<file path="config.mk">
export PLATFORM = sky130hd
export DESIGN_NAME = uart_tx_scheduler_flat
export DESIGN_NICKNAME = d
export VERILOG_FILES = /design/src/rtl/uart_ctrl_pkg.sv /design/src/rtl/uart_tx_scheduler_if.sv /design/src/rtl/uart_tx_scheduler_baud.sv /design/src/rtl/uart_tx_scheduler.sv /design/src/flat_wrapper.sv
export SDC_FILE = /design/constraint.sdc
export NUM_CORES = 1
export LEC_CHECK = 0
export ABC_AREA = 1
export BUFFER_PORTS_ARGS = -buffer_cell sky130_fd_sc_hd__buf_4
export CORE_ASPECT_RATIO = 1.75
export CORE_UTILIZATION = 40
export CTS_CLUSTER_DIAMETER = 150
export DETAILED_ROUTE_END_ITERATION = 10
export PLACE_DENSITY = 0.65
export RECOVER_POWER = 25
export SLEW_MARGIN = 20
export SYNTH_ARGS = -nofsm -noshare
export SYNTH_HDL_FRONTEND = slang
export SYNTH_SLANG_ARGS = --single-unit
</file>
<file path="constraint.sdc">
create_clock -name clk -period 4.4 [get_ports clk]
set_clock_uncertainty 0.2 [all_clocks]
set_input_delay 0.66 -clock clk [delete_from_list [all_inputs] [get_ports clk]]
set_output_delay 0.66 -clock clk [all_outputs]
set_load 0.02 [all_outputs]
</file>
<file path="src/rtl/uart_ctrl_pkg.sv">
// Shared encodings, default constants and width helpers for the UART transmit scheduler.
package uart_ctrl_pkg;

    localparam int unsigned DEF_BAUD_DIV = 1042;
    localparam int unsigned GRANT_W      = 3;

    localparam logic [2:0] ST_IDLE    = 3'd0;
    localparam logic [2:0] ST_ISSUE   = 3'd1;
    localparam logic [2:0] ST_WAIT_HI = 3'd2;
    localparam logic [2:0] ST_WAIT_LO = 3'd3;
    localparam logic [2:0] ST_GAP     = 3'd4;

    typedef enum logic [2:0] {
        IDLE    = ST_IDLE,
        ISSUE   = ST_ISSUE,
        WAIT_HI = ST_WAIT_HI,
        WAIT_LO = ST_WAIT_LO,
        GAP     = ST_GAP
    } state_e;

    // Bits needed to index n requesters (at least one).
    function automatic int unsigned id_width(input int unsigned n);
        return (n < 2) ? 1 : $clog2(n);
    endfunction

    // Bits needed to hold values 0..maxval (at least one).
    function automatic int unsigned cnt_width(input int unsigned maxval);
        return (maxval < 1) ? 1 : $clog2(maxval + 1);
    endfunction

endpackage

</file>
<file path="src/rtl/uart_tx_scheduler_if.sv">
// Trigger-side and transmitter-side signals of the UART transmit scheduler.
interface uart_tx_sched_if #(
    parameter int unsigned NUM_REQ = 4
);
    logic [NUM_REQ-1:0]              req;
    logic                            tx_busy;
    logic                            baud_tick;
    logic                            send;
    logic [uart_ctrl_pkg::GRANT_W-1:0] grant_id;
    logic                            active;
    logic [NUM_REQ-1:0]              pending;
    logic [7:0]                      tx_count;
    logic                            timeout_err;

    modport master (
        input  req, tx_busy,
        output baud_tick, send, grant_id, active, pending, tx_count, timeout_err
    );

    modport slave (
        output req, tx_busy,
        input  baud_tick, send, grant_id, active, pending, tx_count, timeout_err
    );
endinterface

</file>
<file path="src/rtl/uart_tx_scheduler_baud.sv">
// Free-running baud tick generator; tick is high while the count sits at BAUD_DIV-1.
module baud_gen
    import uart_ctrl_pkg::*;
#(
    parameter int unsigned BAUD_DIV = DEF_BAUD_DIV
) (
    input  logic clk,
    input  logic rst_n,
    output logic tick
);
    localparam int unsigned CNT_W = cnt_width(BAUD_DIV - 1);

    logic [CNT_W-1:0] cnt_q, cnt_d;
    logic             tick_q, tick_d;

    // Next count wraps at BAUD_DIV-1; tick registered to coincide with the terminal count.
    always_comb begin
        cnt_d  = (cnt_q == CNT_W'(BAUD_DIV - 1)) ? '0 : cnt_q + CNT_W'(1);
        tick_d = (cnt_d == CNT_W'(BAUD_DIV - 1));
    end

    // Counter and tick registers.
    always_ff @(posedge clk or negedge rst_n) begin
        if (!rst_n) begin
            cnt_q  <= '0;
            tick_q <= 1'b0;
        end else begin
            cnt_q  <= cnt_d;
            tick_q <= tick_d;
        end
    end

    assign tick = tick_q;

endmodule

</file>
<file path="src/rtl/uart_tx_scheduler.sv">
// Round-robin scheduler sharing one hardcoded-message UART transmitter between requesters.
module uart_tx_scheduler
    import uart_ctrl_pkg::*;
#(
    parameter int unsigned NUM_REQ      = 4,
    parameter int unsigned BAUD_DIV     = DEF_BAUD_DIV,
    parameter int unsigned GAP_TICKS    = 2,
    parameter int unsigned BUSY_TIMEOUT = 8
) (
    input  logic            clk,
    input  logic            rst_n,
    uart_tx_sched_if.master bus
);
    localparam int unsigned PTR_W = id_width(NUM_REQ);
    localparam int unsigned TMO_W = cnt_width(BUSY_TIMEOUT);
    localparam int unsigned GAP_W = cnt_width(GAP_TICKS);

    state_e             state_q, state_d;
    logic [PTR_W-1:0]   rr_q, rr_d, grant_q, grant_d, pick_c;
    logic [NUM_REQ-1:0] pending_q, pending_d, clr_c;
    logic [TMO_W-1:0]   tmo_q, tmo_d;
    logic [GAP_W-1:0]   gap_q, gap_d;
    logic [7:0]         count_q, count_d;
    logic               err_q, err_d;
    logic               send_q, send_d;
    logic               active_q, active_d;
    logic               tick;

    baud_gen #(.BAUD_DIV(BAUD_DIV)) u_baud (
        .clk  (clk),
        .rst_n(rst_n),
        .tick (tick)
    );

    // First set bit at or after ptr, wrapping around.
    function automatic logic [PTR_W-1:0] rr_pick(input logic [NUM_REQ-1:0] pend,
                                                 input logic [PTR_W-1:0]   ptr);
        logic [PTR_W-1:0] pick;
        logic [PTR_W-1:0] cand;
        logic             found;
        int unsigned      idx;
        pick  = '0;
        found = 1'b0;
        for (int unsigned k = 0; k < NUM_REQ; k++) begin
            idx  = (32'(ptr) + k) % NUM_REQ;
            cand = PTR_W'(idx);
            if (!found && pend[cand]) begin
                pick  = cand;
                found = 1'b1;
            end
        end
        return pick;
    endfunction

    // Arbitration candidate from the latched requests.
    always_comb pick_c = rr_pick(pending_q, rr_q);

    // Next state, counters, pending update and registered-output next values.
    always_comb begin
        state_d = state_q;
        rr_d    = rr_q;
        grant_d = grant_q;
        clr_c   = '0;
        tmo_d   = tmo_q;
        gap_d   = gap_q;
        count_d = count_q;
        err_d   = err_q;
        unique case (state_q)
            IDLE: begin
                if (|pending_q) begin
                    grant_d       = pick_c;
                    clr_c[pick_c] = 1'b1;
                    rr_d          = (32'(pick_c) == NUM_REQ - 1) ? '0 : pick_c + PTR_W'(1);
                    state_d       = ISSUE;
                end
            end
            ISSUE: begin
                tmo_d   = TMO_W'(BUSY_TIMEOUT);
                state_d = WAIT_HI;
            end
            WAIT_HI: begin
                if (bus.tx_busy) begin
                    state_d = WAIT_LO;
                end else if (tmo_q <= TMO_W'(1)) begin
                    err_d   = 1'b1;
                    gap_d   = GAP_W'(GAP_TICKS);
                    state_d = GAP;
                end else begin
                    tmo_d = tmo_q - TMO_W'(1);
                end
            end
            WAIT_LO: begin
                if (!bus.tx_busy) begin
                    count_d = count_q + 8'd1;
                    gap_d   = GAP_W'(GAP_TICKS);
                    state_d = GAP;
                end
            end
            GAP: begin
                if (GAP_TICKS == 0) begin
                    state_d = IDLE;
                end else if (tick) begin
                    if (gap_q <= GAP_W'(1)) state_d = IDLE;
                    else                    gap_d   = gap_q - GAP_W'(1);
                end
            end
            default: state_d = IDLE;
        endcase
        // A request arriving in its own grant cycle wins over the clear.
        pending_d = (pending_q & ~clr_c) | bus.req;
        send_d    = (state_d == ISSUE);
        active_d  = (state_d != IDLE);
    end

    // State and output registers.
    always_ff @(posedge clk or negedge rst_n) begin
        if (!rst_n) begin
            state_q   <= IDLE;
            rr_q      <= '0;
            grant_q   <= '0;
            pending_q <= '0;
            tmo_q     <= '0;
            gap_q     <= '0;
            count_q   <= '0;
            err_q     <= 1'b0;
            send_q    <= 1'b0;
            active_q  <= 1'b0;
        end else begin
            state_q   <= state_d;
            rr_q      <= rr_d;
            grant_q   <= grant_d;
            pending_q <= pending_d;
            tmo_q     <= tmo_d;
            gap_q     <= gap_d;
            count_q   <= count_d;
            err_q     <= err_d;
            send_q    <= send_d;
            active_q  <= active_d;
        end
    end

    assign bus.baud_tick   = tick;
    assign bus.send        = send_q;
    assign bus.grant_id    = GRANT_W'(grant_q);
    assign bus.active      = active_q;
    assign bus.pending     = pending_q;
    assign bus.tx_count    = count_q;
    assign bus.timeout_err = err_q;

endmodule

</file>
<file path="src/flat_wrapper.sv">
// flat-port wrapper written by rule: the top's interface ports become plain ports
module uart_tx_scheduler_flat import uart_ctrl_pkg::*;
#(
    parameter int unsigned NUM_REQ      = 4,
    parameter int unsigned BAUD_DIV     = DEF_BAUD_DIV,
    parameter int unsigned GAP_TICKS    = 2,
    parameter int unsigned BUSY_TIMEOUT = 8
)
  (clk, rst_n, bus_req, bus_tx_busy, bus_baud_tick, bus_send, bus_grant_id, bus_active, bus_pending, bus_tx_count, bus_timeout_err);
  uart_tx_sched_if #(.NUM_REQ(NUM_REQ)) bus_i ();
  input  logic clk;
  input  logic rst_n;
  input wire logic [$bits(bus_i.req)-1:0] bus_req;
  input wire logic [$bits(bus_i.tx_busy)-1:0] bus_tx_busy;
  output wire logic [$bits(bus_i.baud_tick)-1:0] bus_baud_tick;
  output wire logic [$bits(bus_i.send)-1:0] bus_send;
  output wire logic [$bits(bus_i.grant_id)-1:0] bus_grant_id;
  output wire logic [$bits(bus_i.active)-1:0] bus_active;
  output wire logic [$bits(bus_i.pending)-1:0] bus_pending;
  output wire logic [$bits(bus_i.tx_count)-1:0] bus_tx_count;
  output wire logic [$bits(bus_i.timeout_err)-1:0] bus_timeout_err;
  assign bus_i.req = bus_req;
  assign bus_i.tx_busy = bus_tx_busy;
  assign bus_baud_tick = bus_i.baud_tick;
  assign bus_send = bus_i.send;
  assign bus_grant_id = bus_i.grant_id;
  assign bus_active = bus_i.active;
  assign bus_pending = bus_i.pending;
  assign bus_tx_count = bus_i.tx_count;
  assign bus_timeout_err = bus_i.timeout_err;
  uart_tx_scheduler #(.NUM_REQ(NUM_REQ), .BAUD_DIV(BAUD_DIV), .GAP_TICKS(GAP_TICKS), .BUSY_TIMEOUT(BUSY_TIMEOUT)) u_core (.clk(clk), .rst_n(rst_n), .bus(bus_i));
endmodule
</file>
==> impl_metrics.py <==
metrics = {
    "status": {
        "status": "finished with violations",
        "violations": "capacitance limit, slew limit",
    },
    "worst_setup_path": {
        "critical-path-slowest-cell": "clkbuf_1",
        "worstSetupEndpointType": "asynchronous set/reset pin",
        "cpLargestDelayFamily": "buffers and inverters",
        "arrival_ps": 2190,
        "worst_path_largest_cell_delay_ps": 1510,
        "crit_type": "in2async",
        "critical_path.cell_chain": "clkbuf_1",
        "r2r-end": "u_core.rr_q[1]",
        "path_buf_inv": 1,
        "required_ps": 4170,
        "r2r_slack_ps": 2030,
        "crit_path_start_kind": "primary input",
        "ff2ff_path_depth": 14,
        "timing.rr.start": "u_core.rr_q[0]",
        "worstPathMaxFanout": 40,
    },
    "global_routing": {
        "antenna_found_initial": 0,
        "overflow": 0,
        "grt_pass1_vias": 1768,
        "grt_util_all_layers_pct": 16.5,
        "grt_max_degree": 41,
        "grt_pass1_wl_um": 7430,
    },
    "timing": {
        "clock.fmax_mhz": 414,
        "period_minus_slack_ps": 2420,
        "setup-tns-final_ps": 0,
        "setup_viol": 0,
        "post-route-period-util_pct": 54.9,
        "worst_slack_ps": 1980,
        "slew_headroom_pct": -43.6,
        "finalHoldViolCount": 0,
        "drv_slew": 41,
        "tightest_slew_ps": 2150,
        "rsz0062_at_grt": "false",
    },
    "power_and_ir_drop": {
        "clock_power_share_pct": 17.8,
        "ir_worst_vdd_uv": 373,
        "intPower_uw": 936,
        "seq_power_share_pct": 32.9,
        "sw_frac_of_total_pct": 44.8,
        "power_density_mw_per_mm2": 659,
        "p_switching_uw": 758,
        "p_total_mw": 1.69,
        "leakage_nw": 1.35,
        "pwr-share-comb_pct": 49.3,
    },
    "worst_hold_path": {
        "hold_path.class": "reg2reg",
        "hp-start": "u_core.bus.tx_count[7]",
        "hold_depth": 1,
        "hold_path_end": "u_core.bus.tx_count[7]",
    },
    "place": {
        "dp_slack_ps": 2050,
        "hpwlAfterDp_um": 3260,
        "place.gp.congestion": 0.818,
        "port_buffers": 24,
    },
    "logic_synthesis": {
        "synth_edf_count": 0,
        "synthArstFlopShare_pct": 100,
        "synth_cells": 274,
        "ys_ff_latch": 40,
        "avgSynthCellArea_sq_um": 8.07,
        "yosys-top-cells-count": "60 x nand2_1, 46 x inv_1, 40 x dfrtp_1",
        "yosys-top-cells-area": "dfrtp_1 45%, nand2_1 10%, inv_1 7.8%",
        "yosys.cell_count.top_type": "nand2_1",
        "synth_ff_type": "dfrtp_1",
        "yosys_warnings": 0,
        "yosysTopAreaCell": "dfrtp_1",
        "ys_types": 34,
        "synth_top_area_share_pct": 45.3,
        "seq_area_frac_synth_pct": 45.3,
        "synth.cell_area_sq_mm": 0.00221,
        "syn_nets": 291,
    },
    "job": {
        "cap_viol_max_count": 1,
    },
    "cts": {
        "clkTransAtPathRegs_ps": 80,
        "ctsHoldBuffers": 0,
        "cts_setup_buffers": 0,
        "cts_buffers": 5,
        "post_cts_resized": 0,
        "clkSinkCount": 40,
        "root_buffer": "clkbuf_8",
        "clockBufferDepth": 2,
        "worstSkewPairLatency_ps": 290,
        "cts.htree.levels": 2,
        "cts_tree": "yes",
    },
    "floorplanning": {
        "io_pins": 26,
        "rows": 35,
        "coreArea_sq_mm": 0.00530,
        "chipWidth_um": 58.2,
        "dieHeight_um": 100,
        "initial_core_util_pct": 41.7,
        "dieArea_sq_mm": 0.00584,
    },
    "detailed_routing": {
        "drcViolationCount": 0,
        "first_pass_iters": 4,
        "vias_per_cell": 4.69,
        "num_vias": 1774,
        "wl_per_cell_um": 11.3,
        "wirelength_um": 4270,
        "drtIter0Drc": 18,
        "antenna_left": 0,
    },
    "final_layout": {
        "diodes": 0,
        "drive_gt1_share_pct": 18.4,
        "syn_to_final_growth_pct": 16.4,
        "layout.nets": 320,
    },
}
how the worst max path moves through the flow:
stage | slack (ps) | startpoint | depth (start not counted) | end
2_1_floorplan | 2420 | u_core.rr_q[0] | 12 | u_core.rr_q[1]
3_3_place_gp | 2140 | u_core.rr_q[0] | 14 | u_core.rr_q[1]
3_5_place_dp | 2050 | u_core.rr_q[0] | 14 | u_core.rr_q[1]
4_1_cts | 2040 | u_core.rr_q[0] | 14 | u_core.rr_q[1]
5_1_grt | 1490 | rst_n | 1 | u_core.u_baud.cnt_q[5]
6_report | 1980 | rst_n | 1 | u_core.grant_q[1]
area by class of cell:
type	count	area [sq um]
clock buffers	5	68.8
clock inverters	3	42.5
fillers	532	2730
inverters	51	191
multi-input cells	181	1000
flip-flops and latches	40	1000
well taps	74	92.6
repair buffers	24	176
stage by stage:
step	cells	hold WS (ps)	cell area [sq um]	util, %
floorplan	274	164	2210	-
global placement	370	258	2460	46.5
detailed placement	370	260	2460	46.5
CTS	378	153	2580	48.6
global route	378	290	2570	48.5
finish	378	272	2570	48.5
per-layer routing:
layer  global-route usage [%]  part of all wire, %  vias to the layer above  wire, um
li1                         -                    -                      911         -
met1                     17.7                   40                      822      1730
met2                     29.4                   54                       30      2290
met3                     3.48                  3.0                       11       129
met4                     8.97                  3.0                        0       126
met5                        0                    0                        -         0
state kept, by name, indices dropped and copies added (netlist names):
signal and flops:
u_core.rr_q 2, u_core.state_q 3, u_core.gap_q 2, u_core.bus.timeout_err 1
u_core.tmo_q 4, u_core.bus.tx_count 8, u_core.u_baud.tick 1, u_core.bus.send 1
u_core.bus.pending 4, u_core.u_baud.cnt_q 11, u_core.grant_q 2, u_core.bus.active 1
power groups by stage:
stage,combinational (mW),clock [mW],sequential [mW]
3_5_place_dp,0.840,0,0.566
5_1_grt,0.944,0.326,0.574
6_report,0.836,0.301,0.558
3_3_place_gp,0.820,0,0.564
2_1_floorplan,0.578,0,0.598
4_1_cts,0.843,0.313,0.559
cells by family after synthesis:
logic type | count (synthesis) | share of synthesized area [%]
AOI/OAI and AO/OA | 30 | 8.15
adders and majority gates | 10 | 5.66
DFF | 40 | 45.3
and+or+nand+nor | 131 | 27.3
other | 1 | 0.170
xor gates and xnor gates | 9 | 3.91
buffers and inverters | 53 | 9.51
cells in the final DEF (no fill, tap or decap), types with 2 or more instances in the layout:
cell	count
nand2_1	60
nor2_2	2
dfrtp_1	40
nor3_1	3
o21bai_1	3
inv_1	46
buf_4	23
a21oi_1	9
o21ai_0	10
xor2_1	6
clkbuf_8	5
nor2_1	24
xnor2_1	2
inv_2	5
or2_1	3
nand2_2	6
nand3_1	19
o21ai_2	5
nand4_1	4
ha_1	10
nand3_2	2
(Power assumes the default switching activity.)
